**config.mk**
```make
export PLATFORM = sky130hd
export DESIGN_NAME = meter_update_sched
export DESIGN_NICKNAME = d
export VERILOG_FILES = /design/src/rtl/meter_update_sched.sv
export SDC_FILE = /design/constraint.sdc
export NUM_CORES = 1
export LEC_CHECK = 0
export BUFFER_PORTS_ARGS = -buffer_cell sky130_fd_sc_hd__buf_2
export CORE_MARGIN = 3
export CORE_UTILIZATION = 45
export CTS_CLUSTER_SIZE = 10
export DETAILED_ROUTE_END_ITERATION = 10
export PLACE_DENSITY = 0.75
export SETUP_SLACK_MARGIN = 0.1
export SLEW_MARGIN = 30
export SYNTH_ARGS = -nofsm -noshare
export SYNTH_HDL_FRONTEND = slang
export SYNTH_SLANG_ARGS = --single-unit
```
**constraint.sdc**
```tcl
create_clock -name clk -period 7.94 [get_ports clk]
set_input_delay 0.794 -clock clk [delete_from_list [all_inputs] [get_ports clk]]
set_output_delay 0.794 -clock clk [all_outputs]
set_load 0.03 [all_outputs]
```
**src/rtl/meter_update_sched.sv**
```systemverilog
// meter_update_sched
// Update scheduler for the parking-meter time register. It captures one-cycle
// requests from the tick, the four add buttons and the two preset loads, and
// applies one operation at a time to the shared count register.
//
// Ports:
//   clk        system clock, all state on posedge
//   reset      asynchronous, active-high; clears all state
//   tick       1 Hz strobe, requests a decrement
//   add_req    bit i requests +AMTi
//   load10     request count = LOAD_A
//   load205    request count = LOAD_B (wins over load10)
//   count      remaining time, binary, 0..MAX_COUNT
//   flash      registered, count < FLASH_LIMIT
//   expired    registered, count == 0
//   busy       an operation is being written this cycle
//   req_drop   sticky: an add strobe was lost to pending saturation
//   tick_lost  sticky: a tick arrived while one was still pending
//
// state  | meaning
// -------+---------------------------------------------------------
// S_IDLE | waiting; grants the highest-priority pending request
// S_EXEC | writes count/flash/expired from the latched operation
module meter_update_sched #(
  parameter int MAX_COUNT   = 9999,
  parameter int FLASH_LIMIT = 200,
  parameter int AMT0        = 10,
  parameter int AMT1        = 180,
  parameter int AMT2        = 200,
  parameter int AMT3        = 550,
  parameter int LOAD_A      = 10,
  parameter int LOAD_B      = 205,
  parameter int PEND_MAX    = 3
) (
  input  logic        clk,
  input  logic        reset,
  input  logic        tick,
  input  logic [3:0]  add_req,
  input  logic        load10,
  input  logic        load205,
  output logic [13:0] count,
  output logic        flash,
  output logic        expired,
  output logic        busy,
  output logic        req_drop,
  output logic        tick_lost
);

  typedef enum logic {S_IDLE, S_EXEC} state_t;
  typedef enum logic [1:0] {OP_LOAD, OP_TICK, OP_ADD} op_t;

  state_t      state_q, state_d;
  op_t         op_q, op_d;
  logic [13:0] operand_q, operand_d;
  logic [1:0]  ptr_q, ptr_d;
  logic [1:0]  pend_q [4];
  logic [1:0]  pend_d [4];
  logic        tick_q, tick_d;
  logic        load_q, load_d;
  logic        load_sel_q, load_sel_d;
  logic        drop_set, lost_set;

  logic        grant_load, grant_tick, grant_add, found;
  logic [1:0]  add_idx, idx;
  logic [14:0] sum;
  logic [13:0] new_count;

  function automatic logic [13:0] amt(input logic [1:0] i);
    case (i)
      2'd0:    amt = 14'(AMT0);
      2'd1:    amt = 14'(AMT1);
      2'd2:    amt = 14'(AMT2);
      default: amt = 14'(AMT3);
    endcase
  endfunction

  assign busy = (state_q == S_EXEC);

  // Grant selection: load > tick > round-robin adds starting at ptr_q.
  always_comb begin
    state_d    = state_q;
    op_d       = op_q;
    operand_d  = operand_q;
    ptr_d      = ptr_q;
    grant_load = 1'b0;
    grant_tick = 1'b0;
    grant_add  = 1'b0;
    found      = 1'b0;
    add_idx    = ptr_q;
    idx        = ptr_q;
    case (state_q)
      S_IDLE: begin
        if (load_q) begin
          grant_load = 1'b1;
          op_d       = OP_LOAD;
          operand_d  = load_sel_q ? 14'(LOAD_B) : 14'(LOAD_A);
          state_d    = S_EXEC;
        end else if (tick_q) begin
          grant_tick = 1'b1;
          op_d       = OP_TICK;
          operand_d  = 14'd0;
          state_d    = S_EXEC;
        end else begin
          for (int k = 0; k < 4; k++) begin
            idx = ptr_q + 2'(k);
            if (!found && pend_q[idx] != 2'd0) begin
              found   = 1'b1;
              add_idx = idx;
            end
          end
          if (found) begin
            grant_add = 1'b1;
            op_d      = OP_ADD;
            operand_d = amt(add_idx);
            ptr_d     = add_idx + 2'd1;
            state_d   = S_EXEC;
          end
        end
      end
      default: state_d = S_IDLE;
    endcase
  end

  // Pending bookkeeping. A consume and a capture on the same edge cancel, and
  // a load grant wipes older requests but keeps captures from that edge.
  always_comb begin
    drop_set = 1'b0;
    for (int i = 0; i < 4; i++) begin
      logic       consume;
      logic [1:0] base;
      consume = grant_add && (add_idx == 2'(i));
      base    = grant_load ? 2'd0 : pend_q[i] - {1'b0, consume};
      if (add_req[i]) begin
        if (!grant_load && !consume && pend_q[i] == 2'(PEND_MAX)) begin
          drop_set = 1'b1;
        end else begin
          base = base + 2'd1;
        end
      end
      pend_d[i] = base;
    end
    tick_d   = (tick_q && !grant_tick && !grant_load) || tick;
    lost_set = tick && tick_q && !grant_tick && !grant_load;
    load_d   = (load_q && !grant_load) || load10 || load205;
    if (load205)
      load_sel_d = 1'b1;
    else if (load10 && !(load_q && !grant_load))
      load_sel_d = 1'b0;
    else
      load_sel_d = load_sel_q;
  end

  // Single saturating add/subtract path for the EXEC write.
  always_comb begin
    sum = {1'b0, count} + {1'b0, operand_q};
    case (op_q)
      OP_LOAD: new_count = operand_q;
      OP_TICK: new_count = (count == 14'd0) ? 14'd0 : count - 14'd1;
      default: new_count = (sum > 15'(MAX_COUNT)) ? 14'(MAX_COUNT) : sum[13:0];
    endcase
  end

  always_ff @(posedge clk or posedge reset) begin
    if (reset) begin
      state_q    <= S_IDLE;
      op_q       <= OP_LOAD;
      operand_q  <= 14'd0;
      ptr_q      <= 2'd0;
      for (int i = 0; i < 4; i++) pend_q[i] <= 2'd0;
      tick_q     <= 1'b0;
      load_q     <= 1'b0;
      load_sel_q <= 1'b0;
      req_drop   <= 1'b0;
      tick_lost  <= 1'b0;
      count      <= 14'd0;
      flash      <= 1'b1;
      expired    <= 1'b1;
    end else begin
      state_q    <= state_d;
      op_q       <= op_d;
      operand_q  <= operand_d;
      ptr_q      <= ptr_d;
      for (int i = 0; i < 4; i++) pend_q[i] <= pend_d[i];
      tick_q     <= tick_d;
      load_q     <= load_d;
      load_sel_q <= load_sel_d;
      if (drop_set) req_drop  <= 1'b1;
      if (lost_set) tick_lost <= 1'b1;
      if (state_q == S_EXEC) begin
        count   <= new_count;
        flash   <= (new_count < 14'(FLASH_LIMIT));
        expired <= (new_count == 14'd0);
      end
    end
  end

endmodule

```
**After elaboration in Yosys (flattened, before gate mapping)**

Cells that the tools add are included.

- Add/sub/neg operators: 14
- $lt $le $gt $ge: 6
- Equal/unequal tests: 10
- Multiplexer cells: 82
- Bitwise operators: 7
- Reduce and logical (&&, ||, !) cells: 48

Operators with widths:

| cell | count |
|---|---|
| $mux 14 | 5 |
| $mux 2 | 32 |
| $mux 1 | 38 |
| $pmux 10 s3 | 1 |
| $logic_not 14->1 | 2 |
| $pmux 14 s2 | 1 |
| $logic_and 1x1->1 | 22 |
| $bmux 2 s2 | 4 |
| $add 14x14->15 | 1 |
| $gt 15x14->1 const B | 1 |
| $eq 2x2->1 const B | 7 |
| $lt 14x8->1 const B | 1 |
| $sub 14x1->14 const B | 1 |
| $add 2x1->2 const B | 6 |
| $ge 3x3->1 const B | 4 |
| $not 2->3 | 4 |
| $logic_not 1->1 | 10 |
| $reduce_bool 2->1 | 5 |
| $mux 8 | 1 |
| $sub 2x1->2 | 4 |
| $eq 2x1->1 const B | 3 |
| $logic_not 2->1 | 3 |
| $add 2x2->2 const B | 2 |
| $reduce_and 4->1 | 1 |
| 4 further kinds | 8 |

- Flip-flop bits (word level): 48
- Bits of input ports: 9
- Output and inout bits: 19
- Word-level logic and storage cells: 183

**Logic depth before layout (Yosys ltp)**

- Depth after elaboration: 43
- Mapped depth: 13
- Gate-level depth less buffers: 12

**Least setup slack after synthesis**

No wires, ideal clock.

- Path type: register -> register
- From: register count[3]
- To: register expired
- Setup time: 0.061 ns
- Data arrival time: 3.070 ns
- Required time: 7.879 ns
- Slack: 4.810 ns
- Cell stages (with the launch flop): 11
- Path buffers: 1
- Path through: dfrtp_1 > or4_4 > or4_1 > buf_2 > nor4_1 > xor2_1 > o31a_1 > a311o_1 > nor4_2 > and4_1 > a31o_1

- Longest elaborated chain between the ends: 5
- Elaborated cells between the ends (all ways): 8
- Classes of those cells: add/sub (2); order compare (1); mux (3); reduce/logical (2)

Ends and longest elaborated chain:

| item | RTL line | RTL |
|---|---|---|
| start: declaration | 41 | `output logic [13:0] count,` |
| start signal: assignment | 190 | `count <= new_count;` |
| $add 14x14->15 | 155 | `sum = {1'b0, count} + {1'b0, operand_q};` |
| $gt 15x14->1 | 159 | `default: new_count = (sum > 15'(MAX_COUNT)) ? 14'(MAX_COUNT) : sum[13:0];` |
| $mux 14 | 159 |  |
| $pmux 14 s2 * | 156 | `case (op_q)` |
| $logic_not 14->1 * | 192 | `expired <= (new_count == 14'd0);` |
| end signal: assignment | 192 |  |
| end: declaration | 43 | `output logic expired,` |

Mark *: on every way between the ends. The rest lies on a longest branch, timed or not.
A chain may end at the register's enable or synchronous reset.

**Final worst setup path**

- From: register count[4]
- To: register expired

Same word-level chain as after synthesis.

==> results.cfg <==
[floorplan]
initial_utilization_pct = 47.41
io-pin-count = 28
floorplan.die_area_um2 = 8336
core_area_um2 = 6907
floorplan.die.height_um = 91.30
std_cell_rows = 30
die-width_um = 91.30

[finish]
antenna_cells = 0
layout-area-overhead-vs-synth_pct = 10.58
proportion_of_layout_cells_with_a_drive_suffix_above_1_pct = 11.27
layout.cells.most_common_list = sky130_fd_sc_hd__nor2_1 (42), sky130_fd_sc_hd__dfrtp_1 (41), sky130_fd_sc_hd__o21ai_0 (32)
layout_commonest_cell = sky130_fd_sc_hd__nor2_1
post-route-util_pct = 52.43
final_net_count = 444

[global_routing]
track_usage_pct = 20.91
antenna_violations_before_repair = 0
grt_start_max_net_pins = 44
grt_overflow = 0
first_global_vias = 3054
grt_first_pass_wirelength_um = 14370

[logic_synthesis]
synthDominantAreaCellType = sky130_fd_sc_hd__dfrtp_1
synth.area.top_cells = sky130_fd_sc_hd__dfrtp_1 (31%), sky130_fd_sc_hd__ha_1 (6.9%), sky130_fd_sc_hd__o21ai_0 (4.9%), sky130_fd_sc_hd__nor2_1 (4.8%), sky130_fd_sc_hd__xnor2_1 (4.8%)
synth_sequential_area_ratio_pct = 32.94
synth_top_area_share_pct = 31.33
postSynthRegisterBits = 43
synth-edff-count = 0
synth.lib_cells_used.distinct = 59
synthesis.instances = 395
synth_area_per_cell_um2 = 8.290
synth_warnings = 0
syn_area_um2 = 3274
postSynth.asyncResetShare_pct = 100.0
postSynthNetCount = 423
synth-main-ff-cell = sky130_fd_sc_hd__dfrtp_1

[sta]
timing_max_transition_violations_final = 0
clock-skew-final_ns = 0.01311
worst_pin_slew_ns = 0.7453
fin_setup_tns_ns = 0
final_min_period_over_clock_period_pct = 44.63
relSlewSlack_pct = 50.08
setup_viol_count_final = 0
timing.final.crit_period_ns = 3.544
layout_setup_ws_ns = 4.396
final_hold_viol_count = 0
rsz0062_at_grt = false
holdWs_ns = 0.4699
fmaxAchievable_ghz = 0.2822

[critical_path]
timing.critical_path.from_type = flop
slowest_stage = sky130_fd_sc_hd__o311ai_4
worst_setup_path_end_kind = flop
crit_arrival_ns = 3.78
critPathMaxFanout = 13
most_prevalent_standard_cell_on_the_critical_path = sky130_fd_sc_hd__a21oi_1
cp_data_required_time_ns = 8.18
worstSetupPathType = flop to flop
critPathMaxStageDelay_ns = 0.60
crit_chain = or4_4 -> or4_1 -> o311ai_4 -> a21oi_1 -> a21oi_1 -> o211ai_1 -> nor4_2 -> and4_1 -> a31o_1

[clock_network]
cts_hold_buffers = 0
cts_inserted_buffers = 5
cts_setup_buffers = 0
cts_resized = 0
cts_root_buffer = sky130_fd_sc_hd__clkbuf_8
clock-sinks = 43
insertion_delay_ns = 0.30
clock_tree.buffer_depth = 2
clkTransAtPathRegs_ns = 0.09
htree_levels = 2
cts_tree = yes

[routing]
drt.antenna.violating_nets = 0
wl_cell_um = 16.19
routed_via_density = 6.025
drc = 0
final_routed_wirelength_across_all_metal_layers_um = 8306
dr_total_vias = 3091
drt_iter0_drc = 178
drt_pass1_iterations = 5

[worst_hold_path]
hold_class = flop to flop

[placement]
place_ws_ns = 4.501
globalplace.congestion = 0.9465
io_buffer_count = 27
place_hpwl_um = 6241

[status]
outcome = finished, final reports clean

[power]
worst_ir_drop_vdd_mv = 0.08717
static-leakage-power_nw = 1.639
power.density_cell_area_nw_per_um2 = 176.5

[run]
timing.max_cap.violations = 0
==> worst max-delay path: cells and delay by family (launching register included) <==
family	cells	cell delay (ns)
and+or+nand+nor	4	1.85
DFF	1	0.48
AOI/OAI and AO/OA	5	1.15
==> power by group <==
part           switching [mW]  internal (mW)  total [mW]  leakage (nW)
clock                  0.0806          0.125       0.206        0.0644
combinational           0.107         0.0677       0.175          1.06
sequential             0.0227          0.236       0.259         0.518
total                   0.210          0.429       0.639          1.64
==> cell usage after synthesis (all sizes together) (2+ instances only) <==
cell type,instances
a31oi,5
a41oi,2
nor2,42
nor2b,3
nand4,2
o21bai,3
clkbuf,12
nand3,10
o22ai,2
xor2,10
or4,4
and4,2
dfstp,2
o21a,6
inv,26
a2bb2oi,2
mux2,3
a211oi,2
o31ai,3
nor4,4
o32ai,2
dfrtp,41
ha,18
nand2b,9
o311ai,2
a31o,2
a21o,8
or3,6
a21oi,31
mux2i,4
nor3,12
and2,2
buf,3
o31a,2
nand2,30
xnor2,18
o211ai,5
o311a,2
a22o,3
o21ai,32
o221ai,3
a22oi,2
==> path summary, 6_finish.rpt <==
path                               start           end  slack, ns  cells past startpoint
worst min register to register     flash         flash       0.47                      2
worst max-delay path            count[4]       expired       4.40                      9
max in group asynchronous          reset          busy       6.95                      3
min in group asynchronous          reset  operand_q[7]       0.61                      3
worst min-delay path               flash         flash       0.47                      2
worst max register to register  count[4]       expired       4.40                      9
==> cell type report <==
type	instances	area (um2)
Sequential cell	43	1079
Fill cell	687	3286
Multi-Input combinational cell	310	2034
Inverter	27	101.3
Clock inverter	3	67.56
Tap cell	96	120.1
Clock buffer	5	68.82
Timing Repair Buffer	29	150.1
==> through the flow <==
step | cell area [um2] | cells | total power, mW
final | 3621 | 513 | 0.6393
after global routing | 3621 | 513 | 0.6780
after CTS | 3621 | 513 | 0.6415
after detailed placement | 3485 | 505 | 0.4344
after global placement | 3485 | 505 | 0.4292
after floorplan | 3274 | 395 | 0.3886
==> sequential cells by signal, indices dropped and copies added (netlist names) <==
register    flops
busy            1
count          14
expired         1
flash           1
load_q          1
load_sel_q      1
op_q            2
operand_q       9
pend_q          8
ptr_q           2
req_drop        1
tick_lost       1
tick_q          1
==> kinds of logic after synthesis <==
family / synth area share (%)
compound gates: 26.14
fa+ha+maj: 7.490
simple gates: 18.76
xor+xnor: 7.489
mux: 2.254
flops: 32.94
buf+inv: 4.929
==> metal layers <==
metal  share of wire [%]  GRT usage [%]  up-vias
li1                    -              -     1470
met1                  42          27.15     1477
met2                  48          34.27      121
met3                 6.6          3.563       23
met4                 2.5          8.920        0
met5                   0              0        -
(Power assumes the default switching activity.)
